## config.mk

```make
export PLATFORM = sky130hd
export DESIGN_NAME = ram_reader
export DESIGN_NICKNAME = d
export VERILOG_FILES = /design/src/rtl/ram_reader.sv
export SDC_FILE = /design/constraint.sdc
export NUM_CORES = 1
export LEC_CHECK = 0
export ABC_AREA = 1
export CAP_MARGIN = 15
export CORE_ASPECT_RATIO = 1.4
export CORE_MARGIN = 5
export CORE_UTILIZATION = 60
export DETAILED_ROUTE_END_ITERATION = 10
export GPL_ROUTABILITY_DRIVEN = 0
export HOLD_SLACK_MARGIN = 0.06
export PLACE_DENSITY = 0.94
export SYNTH_ARGS = -nofsm -noshare
export SYNTH_HDL_FRONTEND = slang
export SYNTH_SLANG_ARGS = --single-unit
```

## constraint.sdc

```tcl
create_clock -name clock -period 7.4 [get_ports clock]
set_clock_uncertainty 0.15 [all_clocks]
set_input_delay 2.22 -clock clock [delete_from_list [all_inputs] [get_ports clock]]
set_output_delay 2.22 -clock clock [all_outputs]
set_load 0.03 [all_outputs]
```

## src/rtl/ram_reader.sv

```systemverilog
// Streaming read engine for the single-port RAM: reads a block of consecutive words
// and delivers them on a valid/ready stream, yielding the RAM to ram_init while ram_busy.
module ram_reader #(
    parameter int unsigned ADDR_W       = 8,
    parameter int unsigned DATA_W       = 8,
    parameter int unsigned READ_LATENCY = 2,
    parameter int unsigned FIFO_DEPTH   = READ_LATENCY + 2
) (
    input  logic              clock,
    input  logic              reset,
    input  logic              start,
    input  logic [ADDR_W-1:0] base_addr,
    input  logic [ADDR_W:0]   length,
    input  logic              ram_busy,
    input  logic [DATA_W-1:0] ram_q,
    output logic [ADDR_W-1:0] ram_address,
    output logic              ram_wren,
    output logic [DATA_W-1:0] out_data,
    output logic              out_valid,
    input  logic              out_ready,
    output logic              busy,
    output logic              done
);

    localparam int unsigned CW = $clog2(FIFO_DEPTH + 1);
    localparam int unsigned PW = (FIFO_DEPTH > 1) ? $clog2(FIFO_DEPTH) : 1;
    localparam logic [ADDR_W:0] MAX_LEN = {1'b1, {ADDR_W{1'b0}}};

    typedef enum logic [2:0] {
        S_IDLE,
        S_WAIT,
        S_ISSUE,
        S_DRAIN,
        S_DONE
    } state_t;

    state_t                  state_q, state_d;
    logic [ADDR_W-1:0]       base_q, base_d;
    logic [ADDR_W-1:0]       addr_q, addr_d;
    logic [ADDR_W:0]         issue_rem_q, issue_rem_d;
    logic [ADDR_W:0]         acc_rem_q, acc_rem_d;
    logic [READ_LATENCY-1:0] pipe_q, pipe_d;
    logic [CW-1:0]           inflight_q, inflight_d;
    logic [CW-1:0]           count_q, count_d;
    logic [PW-1:0]           wr_ptr_q, wr_ptr_d;
    logic [PW-1:0]           rd_ptr_q, rd_ptr_d;
    logic [DATA_W-1:0]       mem_q [FIFO_DEPTH];

    logic [ADDR_W:0] len_c;
    logic            push;
    logic            pop;
    logic            credit_ok;
    logic            issue;

    assign len_c     = (length > MAX_LEN) ? MAX_LEN : length;
    assign push      = pipe_q[READ_LATENCY-1];
    assign pop       = (count_q != '0) && out_ready;
    assign credit_ok = ({1'b0, inflight_q} + {1'b0, count_q}) < (CW+1)'(FIFO_DEPTH);
    assign issue     = (state_q == S_ISSUE) && !ram_busy && credit_ok && (issue_rem_q != '0);

    always_comb begin
        state_d     = state_q;
        base_d      = base_q;
        addr_d      = addr_q;
        issue_rem_d = issue_rem_q;
        acc_rem_d   = acc_rem_q - {{ADDR_W{1'b0}}, pop};

        case (state_q)
            S_IDLE: begin
                if (start) begin
                    base_d      = base_addr;
                    issue_rem_d = len_c;
                    acc_rem_d   = len_c;
                    // Empty transfers pass through DRAIN so busy is seen for one cycle before done.
                    if (len_c == '0) begin
                        state_d = S_DRAIN;
                    end else if (ram_busy) begin
                        state_d = S_WAIT;
                    end else begin
                        state_d = S_ISSUE;
                        addr_d  = base_addr;
                    end
                end
            end
            S_WAIT: begin
                if (!ram_busy) begin
                    state_d = S_ISSUE;
                    addr_d  = base_q;
                end
            end
            S_ISSUE: begin
                if (issue) begin
                    addr_d      = addr_q + 1'b1;
                    issue_rem_d = issue_rem_q - 1'b1;
                    if (issue_rem_q == (ADDR_W+1)'(1)) begin
                        state_d = S_DRAIN;
                    end
                end
            end
            S_DRAIN: begin
                if (acc_rem_d == '0) begin
                    state_d = S_DONE;
                end
            end
            S_DONE: begin
                state_d = S_IDLE;
            end
            default: begin
                state_d = S_IDLE;
            end
        endcase
    end

    always_comb begin
        pipe_d     = READ_LATENCY'({pipe_q, issue});
        inflight_d = inflight_q + CW'(issue) - CW'(push);
        count_d    = count_q + CW'(push) - CW'(pop);
        wr_ptr_d   = wr_ptr_q;
        rd_ptr_d   = rd_ptr_q;
        if (push) begin
            wr_ptr_d = (wr_ptr_q == PW'(FIFO_DEPTH - 1)) ? '0 : wr_ptr_q + 1'b1;
        end
        if (pop) begin
            rd_ptr_d = (rd_ptr_q == PW'(FIFO_DEPTH - 1)) ? '0 : rd_ptr_q + 1'b1;
        end
    end

    always_ff @(posedge clock) begin
        if (reset) begin
            state_q     <= S_IDLE;
            base_q      <= '0;
            addr_q      <= '0;
            issue_rem_q <= '0;
            acc_rem_q   <= '0;
            pipe_q      <= '0;
            inflight_q  <= '0;
            count_q     <= '0;
            wr_ptr_q    <= '0;
            rd_ptr_q    <= '0;
        end else begin
            state_q     <= state_d;
            base_q      <= base_d;
            addr_q      <= addr_d;
            issue_rem_q <= issue_rem_d;
            acc_rem_q   <= acc_rem_d;
            pipe_q      <= pipe_d;
            inflight_q  <= inflight_d;
            count_q     <= count_d;
            wr_ptr_q    <= wr_ptr_d;
            rd_ptr_q    <= rd_ptr_d;
        end
    end

    always_ff @(posedge clock) begin
        if (push) begin
            mem_q[wr_ptr_q] <= ram_q;
        end
    end

    assign ram_address = addr_q;
    assign ram_wren    = 1'b0;
    assign out_valid   = (count_q != '0);
    assign out_data    = out_valid ? mem_q[rd_ptr_q] : '0;
    assign busy        = (state_q == S_WAIT) || (state_q == S_ISSUE) || (state_q == S_DRAIN);
    assign done        = (state_q == S_DONE);

endmodule

```

---- After elaboration in Yosys (flattened, before gate mapping) ----
Memory sizes are Yosys's and may differ from the RTL's. A register that Yosys moved wholly into a read port is not among the register bits.
Cells that the tools add are included.
W data, S select, Z words.
storage, ports and cells
  logic and storage cells ................. 82
  bits in registers ....................... 49
  output and inout port bits .............. 20
  bits of input ports ..................... 30
  bits in writable memories ............... 32
  memories ................................ 1
memory list
  memory  depth  bits a word  read ports  clocked after memory_dff  write ports  RTL line  text
  mem_q   4      8            1           1                         1            47        logic [DATA_W-1:0] mem_q [FIFO_DEPTH];
cells by class
  add/subtract/negate cells ............... 10
  eq/ne operators ......................... 14
  $lt $le $gt $ge ......................... 2
  reduce and logical (&&, ||, !) cells .... 18
  multiplexer cells ....................... 27
operator list
  kind                   number
  $mux W8                6
  $mux W9                5
  $pmux W8 S3            1
  $logic_not A9 Y1       2
  $pmux W9 S2            1
  $mux W3                5
  $mux W2                6
  $ne A2 B2 Y1 const B   6
  $pmux W3 S4            1
  $eq A9 B1 Y1 const B   1
  $gt A9 B9 Y1 const B   1
  $reduce_bool A9 Y1     1
  $sub A9 B1 Y9          1
  $sub A9 B1 Y9 const B  1
  $add A8 B1 Y8 const B  1
  $add A3 B1 Y3          2
  $eq A3 B2 Y1 const B   2
  $reduce_and A6 Y1      1
  $reduce_bool A3 Y1     2
  $sub A3 B1 Y3          2
  $reduce_and A5 Y1      1
  $add A2 B1 Y2 const B  2
  $add A3 B3 Y4          1
  $eq A2 B2 Y1 const B   2
  other kinds (12)       17

---- Logic depth before layout (Yosys ltp) ----
Gate-level depths: netlist (run 1).
  depth in word-level cells ............... 6
  depth in mapped cells ................... 17
  depth with buffers taken out ............ 17

---- Worst setup path after synthesis (run 1) ----
OpenSTA, ideal clock, no wires.
  kind .................................... input-to-reg
  start point ............................. input ram_busy
  end point ............................... register inflight_q[2]
  required time ........................... 7130 ps
  cell stages on the path ................. 12
  arrival time ............................ 3764 ps
  setup slack ............................. 3366 ps
  setup time .............................. 120 ps
  buffers on the path ..................... 0
  path through ............................ nor2_1 -> and2_1 -> nand3_4 -> nor2_8 -> inv_1 -> ha_1 -> inv_1 -> ha_1 -> inv_1 -> fa_1 -> o21ai_0 -> a21oi_1
between the ends
  word-level cells in the longest chain between the ends .. 6
RTL lines
  element                           RTL line  text
  start: declaration                14        input logic ram_busy,
  $logic_not A1 Y1                  -
  $logic_and A1 B1 Y1 (3 in a row)  59        assign issue = (state_q == S_ISSUE) && !ram_busy && credit_ok && (issue_rem_q != '0);
  $add A3 B1 Y3                     116       inflight_d = inflight_q + CW'(issue) - CW'(push);
  $sub A3 B1 Y3                     116
  end signal: assignment            147       inflight_q <= inflight_d;
  end: declaration                  43        logic [CW-1:0] inflight_q, inflight_d;
No other way between the ends.
A chain may end at the register's enable or synchronous reset.

==> run metrics, run 1 <==
most frequent cells in the layout nor2_1, nand2_1, o21ai_0, inv_1, dfxtp_1; Register Area around 2000 um2; outcome finished, final reports clean; vias per inst 5.55; share of post-route cells with drive strength above 1 0.0724; post-CTS resize count 0; worst r2r src state_q[0]; Buffers on Ports 48; PnR Total Power roughly 1.9 mW; Starting Density 0.613; Skew-Pair Late Insertion Delay about 360 ps; combinational power share 0.488; WP data required approximately 5000 ps; Remaining DRCs 0; total CTS buffers 9; crit path time final about 4700 ps; hold_sp pipe_q[0]; leading cell type in the layout, fill and taps excluded nor2_1; ANT cells 0; Netlist cell types 42; worst hold endpoint pipe_q[1]; WP data arrival 2380 ps; Post-CTS Setup Inserts 0; # IOs 50; f_max about 210 MHz; via total after detailed routing 3671; gr usage total 0.227; Syn. warnings 0; CP max FO 17; final period utilization 0.642; Post-Route Utilization 0.710; Simple-Gate Fraction of Synth Area 0.224; P_leak 2.04 nW; CP Capture Type primary output; root buf cell clkbuf_8; Post-synth top flop dfxtp_1; hpwl dp approximately 7000 um; Hold-fix buffers, CTS 0; routed wire length around 9500 um; internal power roughly 1.1 mW; fraction of synthesis flops using an asynchronous set or reset pin 0; row cnt 36; Mapped Nets between 500 and 600; Synth Area in Adders 0.0591; Area Overhead vs Synth 15.9%; Yosys reg bits 83; r2r setup slk around 4400 ps; switch share 0.440; IR drop worst, VDD approximately 0.00024 V; EDFF count, synth 32; Non-Filler Instances 661; Seq pwr share 0.348; power share of the clock group 0.164; CORE AREA 6980 um2; Die Span Y between 100 and 150 um; Layout Nets 610; r2r worst-path depth 13; initial antenna violation count 0; MaxCap Viol Count 0; Max-Slew Margin vs Limit 0.372; final hold vios 0; die area roughly 9000 um2; XOR/XNOR Fraction of Synth Area 0.0184; compound-cell area share of the yosys netlist 0.155; largest net degree at the start of global routing 31; total gr overflow 0; Worst Setup Start Kind flip-flop; Seq/Total Area, Yosys 0.463; syn_area_per_cell 8.18 um2; RSZ-0062 raised after global routing false; sw power about 0.83 mW; Clock Sinks 83; fill count ~510; R2R Path End inflight_q[2]; Final setup viols 0; first-pass GRT wire length 15700 um; mapped cell area between 4000 and 5000 um2; Final Cell Area just under 5000 um2; post-route ant nets 0; TNS Setup 0 ps; Post-DP Area about 4800 um2; DRT iter0 DRCs 167; max-slew violations 0; multiplexer share of the synthesized area 0; Gate Count Post-Synth between 500 and 600; H-tree depth 3; Pre-Repair DR Iteration Count 5; largest family of logic cells by synthesized area simple AND/OR/NAND/NOR gates; multi-input combinational cell area 1960 um2; Hold/Removal Path Class flip-flop to flip-flop; WL/cell around 14 um; CTS tree done; WS Path Type flip-flop to primary output; Slew @ Worst Pin approximately 940 ps; vias in the first global route 3664; Max clock buf depth 2; worst hold path depth 2; width of the chip around 81 um; placed cells approximately 650; CTS clk-pin slew, worst paths 80 ps; pwr dens 380 nW/um2
[synth_stat cells, drive strengths merged, types with 5 or more instances]
master  instances  area (um2)
clkbuf         14        52.6
o21ai          59         295
a21oi          40         204
nor3            5        30.0
nand4           5        31.3
nand3          30         185
o211ai          6        45.0
nor2           91         393
ha             17         213
buf             7        50.1
edfxtp         32         961
nand2          72         285
xor2            6        52.6
inv            62         233
dfxtp          51        1020
[sequential cells by signal (all words and copies together), names as in the netlist, named ones only]
name / flops
rd_ptr_q: 2
base_q: 8
state_q: 3
mem_q: 32
inflight_q: 3
wr_ptr_q: 2
acc_rem_q: 9
pipe_q: 2
count_q: 3
ram_address: 8
issue_rem_q: 9
[kinds of logic after synthesis]
kind of cell / count (synthesis)
XOR/XNOR: 9
adder cells (fa/ha/maj): 19
AND/OR/NAND/NOR: 207
AO/OA/AOI/OAI: 120
buffers and inverters: 84
other: 1
flip-flops: 83
[worst max-delay path by stage]
| stage | startpoint | endpoint | slack, ps |
|---|---|---|---|
| finish | flip-flop | out_data[0] | 2650 |
| CTS | flip-flop | out_data[6] | 2620 |
| floorplan | ram_busy | inflight_q[2] | 3370 |
| global placement | ram_busy | inflight_q[2] | 2850 |
| global route | flip-flop | out_data[0] | 2460 |
| detailed placement | ram_busy | inflight_q[2] | 2710 |
[worst max-delay path: stages, from the launching register on]
cell	delay [ps]
dfxtp_1	690
inv_1	340
o21ai_0	280
a21oi_1	90
clkdlybuf4s50_1	630
[power by group through the flow]
stage               Sequential [mW]  Combinational, mW  Clock, mW
floorplan                     0.659              0.667          0
global placement              0.658              0.871          0
detailed placement            0.664              0.911          0
CTS                           0.655              0.919      0.313
global route                  0.670               1.02      0.332
finish                        0.656              0.920      0.310
[metrics by stage]
stage,setup WS [ps],hold slack (ps)
floorplan,3370,238
global placement,2850,241
detailed placement,2710,251
CTS,2620,262
global route,2460,277
finish,2650,257
[layer usage]
layer,share of wire,track usage
met5,0,0
met4,0.031,0.110
met2,0.53,0.421
met1,0.38,0.239
met3,0.063,0.0443
[area by class of cell]
cell class	count	share of cell area
clock buffer	10	0.0257
clock inverter	6	0.0114
inverter	63	0.0479
multi-input combinational	356	0.394
sequential	83	0.400
tap	95	0.0240
timing repair buffer	48	0.0969
(Power assumes the default switching activity.)
==> inputs of run 2 (changes only) <==
--- a/config.mk
+++ b/config.mk
@@ -9,11 +9,11 @@
 export CAP_MARGIN = 15
 export CORE_ASPECT_RATIO = 1.4
 export CORE_MARGIN = 5
-export CORE_UTILIZATION = 60
+export CORE_UTILIZATION = 56
 export DETAILED_ROUTE_END_ITERATION = 10
 export GPL_ROUTABILITY_DRIVEN = 0
 export HOLD_SLACK_MARGIN = 0.06
-export PLACE_DENSITY = 0.94
+export PLACE_DENSITY = 0.89
 export SYNTH_ARGS = -nofsm -noshare
 export SYNTH_HDL_FRONTEND = slang
 export SYNTH_SLANG_ARGS = --single-unit
==> constraint.sdc (replaced) <==
create_clock -name clock -period 4.7 [get_ports clock]
set_clock_uncertainty 0.15 [all_clocks]
set_input_delay 1.41 -clock clock [delete_from_list [all_inputs] [get_ports clock]]
set_output_delay 1.41 -clock clock [all_outputs]
set_load 0.03 [all_outputs]
==> run metrics, run 2 (same netlist as run 1, synthesis figures left out) <==
Remaining DRCs 0 (unchanged); final hold vios 0 (unchanged); final period utilization 0.855; total gr overflow 0 (unchanged); die area 9510 um2 (+6.4%); DRT iter0 DRCs 232 (+39%); MaxCap Viol Count 0 (unchanged); # IOs 50 (unchanged); largest net degree at the start of global routing 31 (unchanged); share of post-route cells with drive strength above 1 0.0758 (+0.00340); PnR Total Power 3.10 mW (+65%); post-route ant nets 0 (unchanged); crit path time final about 4000 ps; most frequent cells in the layout nor2_1, nand2_1, o21ai_0, inv_1, dfxtp_1; WL/cell 14.6 um (+1.5%); WS Path Type flip-flop to primary output; gr usage total 0.214 (-0.0126); final hold slack 261 ps (+3.40 ps); Slew @ Worst Pin 813 ps (-126 ps); H-tree depth 3 (unchanged); CTS tree done; Post-CTS Setup Inserts 0 (unchanged); CORE AREA 7410 um2 (+6.1%); via total after detailed routing 3697 (+0.71%); Non-Filler Instances 664 (+0.45%); Buffers on Ports 48 (unchanged); width of the chip 83.9 um (+3.1%); ANT cells 0 (unchanged); post-CTS resize count 0 (unchanged); Final WS setup 680 ps (-1970 ps); Area Overhead vs Synth 17.5%; Die Span Y 113 um (+3.2%); TNS Setup 0 ps (unchanged); IR drop worst, VDD 0.000405 V (+68%); WP data required 3140 ps (-1890 ps); placed cells 648 (+0.47%); Top reg by flops mem_q; initial antenna violation count 0 (unchanged); biggest regs mem_q: 32 flops, acc_rem_q: 9 flops, issue_rem_q: 9 flops; kind of cell adding the most delay to the critical path buffers and inverters; CP Cell Sequence inv_1, o21ai_0, a21oi_1, clkdlybuf4s50_1; Pre-Repair DR Iteration Count 5 (unchanged); max-slew violations 0 (unchanged); Hold/Removal Path Class flip-flop to flip-flop; RSZ-0062 raised after global routing false; hpwl dp 6940 um (-0.54%); root buf cell clkbuf_8; first-pass GRT wire length 16500 um (+5.6%); slowest stage delay, CP 700 ps (about the same); Worst Setup Start Kind flip-flop; Hold-fix buffers, CTS 0 (unchanged); max FFs per register 32 (unchanged); vias in the first global route 3625 (-1.1%); Final setup viols 0 (unchanged); leading cell type in the layout, fill and taps excluded nor2_1; routed wire length 9730 um (+1.9%); WP data arrival 2460 ps (+80 ps); vias per inst 5.57 (+0.25%); pre-CTS WS 865 ps (-1840 ps); Skew-Pair Late Insertion Delay 360 ps (about the same); Max clock buf depth 2 (unchanged); WP buf/inv 2 (unchanged); Critical-path top delay cell dfxtp_1; P_leak 2.06 nW (+1.2%); f_max about 250 MHz; Max-Slew Margin vs Limit 0.457 (+0.0853); row cnt 37 (+2.8%); pwr dens 618 nW/um2 (+62%); total CTS buffers 9 (unchanged); outcome finished, final reports clean; Layout Nets 611 (+0.16%); CP Capture Type primary output; CP max FO 17 (unchanged); CTS clk-pin slew, worst paths 90 ps (about the same); Clock Sinks 83 (unchanged); Starting Density 0.578 (-0.0352)
## run 2: cell count changes in the layout (fill, tap and decap cells not counted)
cell	change
buf_4	+1
clkinv_4	+1
clkinv_1	-1
clkinvlp_4	+1
bufinv_16	+2
clkinv_2	-3
## run 2: area by class of cell
cell class	instances	area, um2
timing repair buffer	49	488
inverter	63	238
fill	589	2380
sequential	83	1980
multi-input combinational	356	1960
clock buffer	10	128
clock inverter	6	114
tap	97	121
## run 2: path summary, 6_finish.rpt
| path | cells past startpoint | slack, ps | startpoint | to |
|---|---|---|---|---|
| setup / recovery | 4 | 680 | flip-flop | out_data[0] |
| hold / removal | 2 | 260 | pipe_q[0] | pipe_q[1] |
| setup reg to reg | 13 | 1710 | state_q[0] | inflight_q[2] |
| hold reg to reg | 2 | 260 | pipe_q[0] | pipe_q[1] |
## run 2: metal layers
metal | share of wire | up-vias | routed length (um) | global-route usage
met4 | 0.021 | 0 | 207 | 0.0869
met2 | 0.53 | 138 | 5130 | 0.394
li1 | - | 1816 | - | -
met1 | 0.40 | 1727 | 3860 | 0.244
met3 | 0.055 | 16 | 531 | 0.0376
met5 | 0 | - | 0 | 0
## run 2: per-stage QoR
step / area, um2 / utilization
2_1_floorplan: 4280 / -
3_3_place_gp: 4780 / 0.646
3_5_place_dp: 4780 / 0.646
4_1_cts: 5030 / 0.679
5_1_grt: 5030 / 0.679
6_report: 5030 / 0.679
## run 2: worst reg2reg max path, delay by kind of cell (launching register included)
family                     cells  cell delay [ps]
DFF                            1              440
buffers and inverters          4              550
and+or+nand+nor                4              770
AOI/OAI and AO/OA              2              250
adders and majority gates      3              720
## run 2: where the power goes
group	internal, mW	leakage (nW)	switching, mW
Combinational	0.533	1.24	0.923
Clock	0.354	0.113	0.259
Sequential	0.890	0.707	0.145
Total	1.78	2.06	1.33
